<file path="config.mk">
export PLATFORM = sky130hd
export DESIGN_NAME = fetch_stage_flat
export DESIGN_NICKNAME = d
export VERILOG_FILES = /design/src/rtl/rv32_pkg.sv /design/src/rtl/fetch_stage_if.sv /design/src/rtl/fetch_stage.sv /design/src/flat_wrapper.sv
export SDC_FILE = /design/constraint.sdc
export NUM_CORES = 1
export LEC_CHECK = 0
export ABC_AREA = 1
export CELL_PAD_IN_SITES_DETAIL_PLACEMENT = 0
export CELL_PAD_IN_SITES_GLOBAL_PLACEMENT = 2
export CORE_AREA = 2 2 108 214
export CTS_BUF_LIST = sky130_fd_sc_hd__clkbuf_8
export DETAILED_ROUTE_END_ITERATION = 12
export DIE_AREA = 0 0 110 216
export GPL_TIMING_DRIVEN = 1
export HOLD_SLACK_MARGIN = 0.08
export PLACE_DENSITY_LB_ADDON = 0.2
export SETUP_SLACK_MARGIN = 0.4
export SYNTH_ARGS = -nofsm -noshare
export SYNTH_HDL_FRONTEND = slang
export SYNTH_SLANG_ARGS = --single-unit
</file>
<file path="constraint.sdc">
create_clock -name clk -period 4.9 [get_ports clk]
set_clock_uncertainty 0.15 [all_clocks]
set_input_delay 1.225 -clock clk [delete_from_list [all_inputs] [get_ports clk]]
set_output_delay 1.225 -clock clk [all_outputs]
set_load 0.01 [all_outputs]
</file>
<file path="src/rtl/rv32_pkg.sv">
// Shared RV32 fetch types: exception codes, fetch FSM states, the canonical NOP
// and the fetch-address fault check.
package rv32_pkg;

  typedef enum logic [1:0] {
    NONE         = 2'd0,
    MISALIGNED   = 2'd1,
    ACCESS_FAULT = 2'd2
  } fetch_exc_e;

  typedef enum logic [1:0] {
    BOOT = 2'd0,
    RUN  = 2'd1,
    HALT = 2'd2
  } fetch_state_e;

  localparam logic [31:0] NOP_INSTR = 32'h0000_0013;

  // Misalignment wins over range; last_word is the highest legal word address.
  function automatic fetch_exc_e fetch_exc(input logic [31:0] pc,
                                           input logic [31:0] last_word);
    if (pc[1:0] != 2'b00) return MISALIGNED;
    if (pc > last_word)   return ACCESS_FAULT;
    return NONE;
  endfunction

endpackage

</file>
<file path="src/rtl/fetch_stage_if.sv">
// Fetch-stage bus: combinational instruction-source port, redirect input from
// execute, and the IF/ID valid/ready slot toward decode.
interface fetch_stage_if;
  import rv32_pkg::*;

  logic [31:0] imem_addr;
  logic [31:0] imem_instr;
  logic        redirect_valid;
  logic [31:0] redirect_pc;
  logic        id_valid;
  logic        id_ready;
  logic [31:0] id_pc;
  logic [31:0] id_instr;
  logic [31:0] id_pc_plus4;
  fetch_exc_e  id_exc;

  modport master (
    output imem_addr,
    input  imem_instr,
    input  redirect_valid,
    input  redirect_pc,
    output id_valid,
    input  id_ready,
    output id_pc,
    output id_instr,
    output id_pc_plus4,
    output id_exc
  );

  modport slave (
    input  imem_addr,
    output imem_instr,
    output redirect_valid,
    output redirect_pc,
    input  id_valid,
    output id_ready,
    input  id_pc,
    input  id_instr,
    input  id_pc_plus4,
    input  id_exc
  );

endinterface

</file>
<file path="src/rtl/fetch_stage.sv">
// RV32 instruction-fetch stage: PC register, next-PC mux, fault check and a
// single IF/ID slot, sequenced by a BOOT/RUN/HALT FSM with redirect flush.
module fetch_stage
  import rv32_pkg::*;
#(
  parameter logic [31:0] RESET_PC   = 32'h0000_0000,
  parameter int unsigned IMEM_BYTES = 256
) (
  input  logic          clk,
  input  logic          rst_n,
  fetch_stage_if.master bus
);

  localparam logic [31:0] LAST_WORD = 32'(IMEM_BYTES - 4);

  fetch_state_e state_q, state_d;
  logic [31:0]  pc_q, pc_d;

  logic         slot_valid_q;
  logic [31:0]  slot_pc_q;
  logic [31:0]  slot_pc4_q;
  logic [31:0]  slot_instr_q;
  fetch_exc_e   slot_exc_q;

  fetch_exc_e   pc_exc;
  logic         slot_free;
  logic         issue;
  logic         flush;

  assign pc_exc    = fetch_exc(pc_q, LAST_WORD);
  assign slot_free = !slot_valid_q || bus.id_ready;

  // Redirect outranks everything; BOOT only spends one cycle letting the
  // instruction source settle, so it may take a redirect but never issues.
  always_comb begin
    // NOTE: every signal gets a default before the case so no path leaves one
    // unassigned, which would infer a latch.
    state_d = state_q;
    pc_d    = pc_q;
    issue   = 1'b0;
    flush   = 1'b0;
    unique case (state_q)
      BOOT: begin
        state_d = RUN;
        if (bus.redirect_valid) pc_d = bus.redirect_pc;
      end
      RUN, HALT: begin
        if (bus.redirect_valid) begin
          pc_d    = bus.redirect_pc;
          state_d = RUN;
          flush   = 1'b1;
        end else if (state_q == RUN && slot_free) begin
          issue = 1'b1;
          if (pc_exc != NONE) state_d = HALT;
          else                pc_d    = pc_q + 32'd4;
        end
      end
      default: state_d = BOOT;
    endcase
  end

  always_ff @(posedge clk or negedge rst_n) begin
    // NOTE: sequential state uses non-blocking assignments so every register
    // samples pre-edge values regardless of statement order.
    if (!rst_n) begin
      state_q <= BOOT;
      pc_q    <= RESET_PC;
    end else begin
      state_q <= state_d;
      pc_q    <= pc_d;
    end
  end

  // A flush discards the held entry even if decode is accepting it this cycle.
  always_ff @(posedge clk or negedge rst_n) begin
    if (!rst_n) begin
      slot_valid_q <= 1'b0;
      slot_pc_q    <= '0;
      slot_pc4_q   <= '0;
      slot_instr_q <= '0;
      slot_exc_q   <= NONE;
    end else if (flush) begin
      slot_valid_q <= 1'b0;
    end else if (issue) begin
      slot_valid_q <= 1'b1;
      slot_pc_q    <= pc_q;
      slot_pc4_q   <= pc_q + 32'd4;
      slot_instr_q <= (pc_exc == NONE) ? bus.imem_instr : NOP_INSTR;
      slot_exc_q   <= pc_exc;
    end else if (bus.id_ready) begin
      slot_valid_q <= 1'b0;
    end
  end

  assign bus.imem_addr   = pc_q;
  assign bus.id_valid    = slot_valid_q;
  assign bus.id_pc       = slot_pc_q;
  assign bus.id_pc_plus4 = slot_pc4_q;
  assign bus.id_instr    = slot_instr_q;
  assign bus.id_exc      = slot_exc_q;

endmodule

</file>
<file path="src/flat_wrapper.sv">
// flat-port wrapper written by rule: the top's interface ports become plain ports
module fetch_stage_flat import rv32_pkg::*;
#(
  parameter logic [31:0] RESET_PC   = 32'h0000_0000,
  parameter int unsigned IMEM_BYTES = 256
)
  (clk, rst_n, bus_imem_addr, bus_imem_instr, bus_redirect_valid, bus_redirect_pc, bus_id_valid, bus_id_ready, bus_id_pc, bus_id_instr, bus_id_pc_plus4, bus_id_exc);
  fetch_stage_if bus_i ();
  input  logic clk;
  input  logic rst_n;
  output wire logic [$bits(bus_i.imem_addr)-1:0] bus_imem_addr;
  input wire logic [$bits(bus_i.imem_instr)-1:0] bus_imem_instr;
  input wire logic [$bits(bus_i.redirect_valid)-1:0] bus_redirect_valid;
  input wire logic [$bits(bus_i.redirect_pc)-1:0] bus_redirect_pc;
  output wire logic [$bits(bus_i.id_valid)-1:0] bus_id_valid;
  input wire logic [$bits(bus_i.id_ready)-1:0] bus_id_ready;
  output wire logic [$bits(bus_i.id_pc)-1:0] bus_id_pc;
  output wire logic [$bits(bus_i.id_instr)-1:0] bus_id_instr;
  output wire logic [$bits(bus_i.id_pc_plus4)-1:0] bus_id_pc_plus4;
  output wire logic [$bits(bus_i.id_exc)-1:0] bus_id_exc;
  assign bus_imem_addr = bus_i.imem_addr;
  assign bus_i.imem_instr = bus_imem_instr;
  assign bus_i.redirect_valid = bus_redirect_valid;
  assign bus_i.redirect_pc = bus_redirect_pc;
  assign bus_id_valid = bus_i.id_valid;
  assign bus_i.id_ready = bus_id_ready;
  assign bus_id_pc = bus_i.id_pc;
  assign bus_id_instr = bus_i.id_instr;
  assign bus_id_pc_plus4 = bus_i.id_pc_plus4;
  assign bus_id_exc = bus_i.id_exc;
  fetch_stage #(.RESET_PC(RESET_PC), .IMEM_BYTES(IMEM_BYTES)) u_core (.clk(clk), .rst_n(rst_n), .bus(bus_i));
endmodule
</file>
==> run metrics, run 1 <==
outcome completed; post-synthesis mux area share 1.60%; clk slew on worst S/H paths 70 ps; relative slew slack 40.2%; final slew viol count 0; share of cells above drive strength 1 5.98%; max-cap violations 0; RSZ-0062 raised after global routing no; Fill cells 2306; first-pass GRT wire length 35000 microns; hold path start u_core.bus.id_pc[18]$_DFFE_PN0P_; CP top delay family buffers and inverters; vias in the first global route 6229; non-filler cells, final 1296; Max Root-Sink Buffers 2; largest family of logic cells by synthesized area simple AND/OR/NAND/NOR gates; total I/O pin count 199; CP required 3520 ps; Worst Path Max Fanout 10; DRT iter0 DRCs 247; initial core utilization 28.6%; depth of the most critical reg-to-reg path 9; WP buf/inv 1; Critical Path Source Type register; Syn Inst Count 819; Clock Tree Root clkbuf_8; drt via density 4.50; yosys warns 0; Synth Area in Adders 0.792%; Final #Nets 1082; wire per inst 17.5 microns; Core ar. 0.0221 sq mm; Setup CP Type reg2out; WHS Endpoint u_core.bus.id_pc[18]$_DFFE_PN0P_; post-route ant nets 0; routed via count 5834; Hold Fails Final Rpt 0; chip width 110 microns; # Post-CTS Setup Buffers 0; htree depth 4; post-synthesis xor/xnor area fraction 1.52%; CTS resizes 0; PD cells 591 mW/mm^2; CTS Hold Bufs 0; synth unique cells 28; hpwl dp 16800 microns; Tcrit/Tclk final 63.2%; # rows 77; Die H 216 microns; mapped cell area 0.00632 sq mm; GPL Wtd Cong 0.784; FMAX 323 MHz; Cell Chain, Critical Path clkdlybuf4s50_1; critical path capture point type output port; largest net degree at the start of global routing 114; Critical Path Start u_core.bus.imem_addr[2]$_DFFE_PN0P_; CTS tree built; initial antenna violation count 0; Worst-Margin Slew 897 ps; GRT Total Usage 19.9%; Syn Nets 891; Post-Syn Area per Cell 7.72 sq um; CP max-delay cell clkdlybuf4s50_1; Final setup viols 0; crit-path max cell delay 650 ps; Routed WL 22700 microns; CTS buffer count 17; total congestion overflow 0; Tmin final 3100 ps; Hold Crit Class reg2reg; Die Area 0.0238 sq mm; post-synthesis compound-gate area fraction 5.72%; Worst Hold Path Cells 2; setup TNS 0 ps; Worst Path Arrival 1720 ps; Seq/Total Area, Yosys 51.9%; worst skew pair latency 460 ps; Worst R2R Setup Slack 2170 ps; number of synthesized register bits 131; Pleak 4.21 nW; port bufs 198; VDD IR max 259 uV; clk sinks 131; Antenna diodes 0; Layout area overhead 39.9%; reg-to-reg startpoint u_core.bus.imem_addr[2]$_DFFE_PN0P_; Post-Synth Simple-Gate Area 33.1%; # DRC 0; Critical R2R Capture u_core.bus.imem_addr[16]$_DFFE_PN0P_; drt first pass iters 4; placed cell count 1267
==> synthesized netlist by cell type <==
| library cell | instances | area [sq um] |
|---|---|---|
| a21boi_1 | 1 | 7.51 |
| mux2i_1 | 9 | 90.1 |
| nand2_1 | 386 | 1450 |
| nand2_2 | 2 | 12.5 |
| buf_4 | 4 | 30.0 |
| nand4_4 | 1 | 21.3 |
| mux2_2 | 1 | 11.3 |
| nor2_2 | 5 | 31.3 |
| nand3_2 | 1 | 10.0 |
| o21ai_1 | 20 | 100 |
| inv_1 | 33 | 124 |
| dfrtp_1 | 131 | 3280 |
| or2_2 | 9 | 56.3 |
| o21a_1 | 1 | 7.51 |
| inv_2 | 4 | 15.0 |
| o21ai_0 | 35 | 175 |
| a31oi_1 | 9 | 56.3 |
| a21oi_1 | 3 | 15.0 |
| and3_1 | 1 | 6.26 |
| nor2_1 | 81 | 304 |
| nor2_4 | 1 | 11.3 |
| ha_1 | 4 | 50.1 |
| nand2_4 | 2 | 22.5 |
| buf_2 | 21 | 105 |
| buf_6 | 4 | 45.0 |
| nand3_1 | 34 | 170 |
| clkbuf_1 | 5 | 18.8 |
| xor2_1 | 11 | 96.3 |
==> metrics by stage <==
| stage | power, mW | instance area (sq um) | util [%] | hold slack [ps] | setup WS, ps |
|---|---|---|---|---|---|
| after global routing | 5.67 | 8840 | 40.1 | 355 | 1740 |
| after floorplan | 3.24 | 6320 | - | 365 | 2560 |
| after detailed placement | 4.55 | 8540 | 38.7 | 315 | 1410 |
| after global placement | 4.53 | 8540 | 38.7 | 311 | 1450 |
| final | 5.23 | 8840 | 40.1 | 331 | 1800 |
| after CTS | 5.34 | 8840 | 40.1 | 336 | 1750 |
==> state kept, by name (all words and copies together) (netlist names) <==
register / cells
u_core.bus.id_valid: 1
u_core.bus.imem_addr: 32
u_core.bus.id_instr: 32
u_core.bus.id_exc: 2
u_core.bus.id_pc: 30
u_core.state_q: 2
u_core.bus.id_pc_plus4: 32
==> layer usage <==
| metal | vias up | track usage (%) | part of all wire [%] |
|---|---|---|---|
| met5 | - | 0 | 0 |
| met4 | 0 | 5.91 | 1.5 |
| met3 | 20 | 4.29 | 5.0 |
| met2 | 156 | 37.5 | 56 |
| met1 | 2736 | 21.4 | 37 |
| li1 | 2922 | - | - |
==> area by class of cell <==
class | instances | area, sq um | share of cell area, %
Clock buffer | 18 | 248 | 2.80
Clock inverter | 11 | 52.6 | 0.594
Inverter | 37 | 139 | 1.57
Multi-Input combinational cell | 617 | 2710 | 30.7
Sequential cell | 131 | 3280 | 37.1
Tap cell | 276 | 345 | 3.91
Timing Repair Buffer | 206 | 2070 | 23.4
==> worst reg2reg max path, cell delays in order, from the launching register on <==
cell and delay [ps]:
dfrtp_1 620, ha_1 390, nand3_1 280, nor2_1 470
nand3_1 260, xor2_1 220, nand2_1 70, nand2_1 60
nand2_1 60, nand2_1 50
==> placed cells by master, fill, tap and decap left out, types with 2 or more instances in the layout <==
cell               n
a21oi_1            3
a31oi_1            9
buf_12             2
buf_4              6
clkbuf_8          18
clkdlybuf4s50_1  197
clkinv_2           6
dfrtp_1          131
ha_1               4
inv_1             37
inv_2              4
mux2i_1            9
nand2_1          385
nand2_2            2
nand2_4            3
nand3_1           34
nor2_1            81
nor2_2             5
o21ai_0           35
o21ai_1           20
or2_2              9
xor2_1            11
==> where the power goes <==
part	leakage, nW	internal (mW)	switching, mW	total, mW
Sequential	1.68	1.46	0.428	1.89
Combinational	2.35	1.15	1.43	2.58
Clock	0.174	0.340	0.414	0.754
==> cell families (layout without fill, tap and decap cells) <==
family                   count (synthesis)  in the layout
adder cells (fa/ha/maj)                  4              4
AND/OR/NAND/NOR                        523            523
AO/OA/AOI/OAI                           69             69
XOR/XNOR                                11             11
flip-flops                             131            131
multiplexers                            10             10
buffers and inverters                   71            272
==> how the worst max path moves through the flow <==
| stage | slack [ps] | cells after the start | end |
|---|---|---|---|
| floorplan | 2560 | 7 | u_core.bus.id_instr[10]$_DFFE_PN0P_ |
| finish | 1800 | 1 | bus_imem_addr[2] |
| CTS | 1750 | 1 | bus_imem_addr[2] |
| global route | 1740 | 1 | bus_imem_addr[2] |
| global placement | 1450 | 9 | u_core.bus.imem_addr[20]$_DFFE_PN0P_ |
| detailed placement | 1410 | 9 | u_core.bus.imem_addr[17]$_DFFE_PN0P_ |
(Power assumes the default switching activity.)
==> inputs of run 2 (changes only) <==
Settings changed: CORE_AREA 2 2 108 214 to 2 2 118 235, DIE_AREA 0 0 110 216 to 0 0 120 237.
Clock period 4.9 ns to 2.8 ns, I/O delays scaled along.
==> run metrics, run 2 (synthesized netlist as in run 1, its figures left out) <==
Core ar. 0.0267 sq mm (+21%); Die Area 0.0284 sq mm (+20%); Worst R2R Setup Slack 570 ps (-1600 ps); initial antenna violation count 0 (unchanged); Final #Nets 1113 (+2.9%); GPL Wtd Cong 0.777 (-0.92%); # rows 85 (+10%); clk slew on worst S/H paths 70 ps (about the same); Critical R2R Capture u_core.bus.imem_addr[17]$_DFFE_PN0P_; Worst-Margin Slew 514 ps (-383 ps); max-cap violations 0 (unchanged); setup TNS 0 ps (unchanged); Fill cells 2828 (+23%); Routed WL 23600 microns (+3.6%); Layout area overhead 48.5%; PnR worst setup slack 459 ps (-1340 ps); Die H 237 microns (+9.7%); Tmin final 2340 ps; share of cells above drive strength 1 11.1% (+5.1 points); PD cells 1070 mW/mm^2 (+80%); reg-to-reg startpoint u_core.bus.imem_addr[2]$_DFFE_PN0P_; Clock Tree Root clkbuf_8; Tcrit/Tclk final 83.6%; critical path capture point type output port; fin util 35.2% (-4.9 points); Final setup viols 0 (unchanged); fin area 0.00938 sq mm (+6.1%); total I/O pin count 199 (unchanged); post-route ant nets 0 (unchanged); Critical Path Source Type register; CP top delay family buffers and inverters; Antenna diodes 0 (unchanged); outcome completed; FMAX 427 MHz; CP max-delay cell clkdlybuf4s50_1; Setup CP Type reg2out; chip width 120 microns (+9.1%); Pleak 4.45 nW (+5.7%); Hold Crit Class reg2reg; drt first pass iters 5 (+1); drt via density 4.21 (-6.4%); dpl ws 335 ps (-1070 ps); htree depth 4 (unchanged); # DRC 0 (unchanged); VDD IR max 672 uV (+160%); Worst Path Arrival 1490 ps (-230 ps); Hold Fails Final Rpt 0 (unchanged); placed cell count 1352 (+6.7%); CP required 1950 ps (-1570 ps); worst skew pair latency 480 ps (+20 ps); WP buf/inv 1 (unchanged); GRT Total Usage 17.2% (-2.7 points); wire per inst 16.8 microns (-4.2%); depth of the most critical reg-to-reg path 11 (+2); vias in the first global route 6146 (-1.3%); routed via count 5906 (+1.2%); Power, Total 10.0 mW (+91%); first-pass GRT wire length 36600 microns (+4.6%); port bufs 198 (unchanged); most frequent cells in the layout nand2_1, clkdlybuf4s50_1, dfrtp_1; clk sinks 131 (unchanged); hold path start u_core.bus.id_pc_plus4[4]$_DFFE_PN0P_; Worst Hold Path Cells 2 (unchanged); initial core utilization 23.7% (-5.0 points); RSZ-0062 raised after global routing no; hpwl dp 17000 microns (+1.0%); DP Area 0.00879 sq mm (+2.9%); Worst Path Max Fanout 7 (-3); crit-path max cell delay 570 ps (-80 ps); largest net degree at the start of global routing 81 (-29%); final slew viol count 0 (unchanged); total congestion overflow 0 (unchanged); Max Root-Sink Buffers 2 (unchanged); CTS tree built; Min Hold Slack 330 ps (-0.517 ps); Cell Chain, Critical Path clkdlybuf4s50_1; non-filler cells, final 1402 (+8.2%); WHS Endpoint u_core.bus.id_pc_plus4[4]$_DFFE_PN0P_; leading cell type in the layout, fill and taps excluded nand2_1; DRT iter0 DRCs 245 (-0.81%); relative slew slack 65.7% (+26 points); CTS buffer count 17 (unchanged)
[run 2: changes by cell type in the layout (fill, tap and decap cells not counted), sizes merged]
cell	before	now
dlygate4sd2	0	11
bufinv	0	3
clkdlybuf4s50	197	185
buf	9	39
clkinv	6	4
dlymetal6s2s	0	1
clkbuf	18	21
clkinvlp	1	2
inv	41	39
dlygate4sd3	0	1
[run 2: per-layer routing]
| layer | wire length, microns | global-route usage, % | vias to the layer above |
|---|---|---|---|
| met5 | 0 | 0 | - |
| met4 | 387 | 5.35 | 0 |
| met3 | 1140 | 4.02 | 18 |
| met2 | 12000 | 29.4 | 165 |
| met1 | 10100 | 21.3 | 2732 |
| li1 | - | - | 2991 |
[run 2: how the worst max path moves through the flow]
| stage | start | end | slack, ps | cells past startpoint |
|---|---|---|---|---|
| 4_1_cts | u_core.bus.imem_addr[2]$_DFFE_PN0P_ | bus_imem_addr[2] | 370 | 2 |
| 5_1_grt | u_core.bus.imem_addr[26]$_DFFE_PN0P_ | bus_imem_addr[26] | 400 | 1 |
| 3_5_place_dp | bus_id_ready | u_core.bus.id_pc_plus4[30]$_DFFE_PN0P_ | 340 | 9 |
| 2_1_floorplan | u_core.state_q[0]$_DFFE_PN0P_ | u_core.bus.id_instr[10]$_DFFE_PN0P_ | 950 | 9 |
| 6_report | u_core.bus.imem_addr[25]$_DFFE_PN0P_ | bus_imem_addr[25] | 460 | 1 |
| 3_3_place_gp | bus_id_ready | u_core.bus.imem_addr[15]$_DFFE_PN0P_ | 380 | 9 |
[run 2: where the power goes]
group          switching, mW  internal (mW)  leakage (nW)
clock network          0.807          0.964         0.222
logic                   2.79           2.29          2.57
registers              0.564           2.59          1.66
total                   4.16           5.84          4.45
[run 2: layout make-up]
class	instances	area, sq um	share of cell area, %
clock buffers	21	289	3.08
clock inverters	11	135	1.44
inverters	37	140	1.49
multi-input cells	617	2720	29.0
flip-flops and latches	131	3300	35.2
well taps	348	435	4.64
repair buffers	237	2360	25.1
[run 2: worst min-delay path, cell delays in order, from the launching register on]
cell     delay, ps
dfrtp_1        350
nand2_1         50
nand2_1         50
[run 2: what timing repair did]
action | in CTS | in global routing
hold buffers | 1 | 0
endpoints found under the setup margin | 30 | 13
buffers inserted | 9 | 8
resized for setup | 31 | 6
hold endpoints to repair | 48 | 0
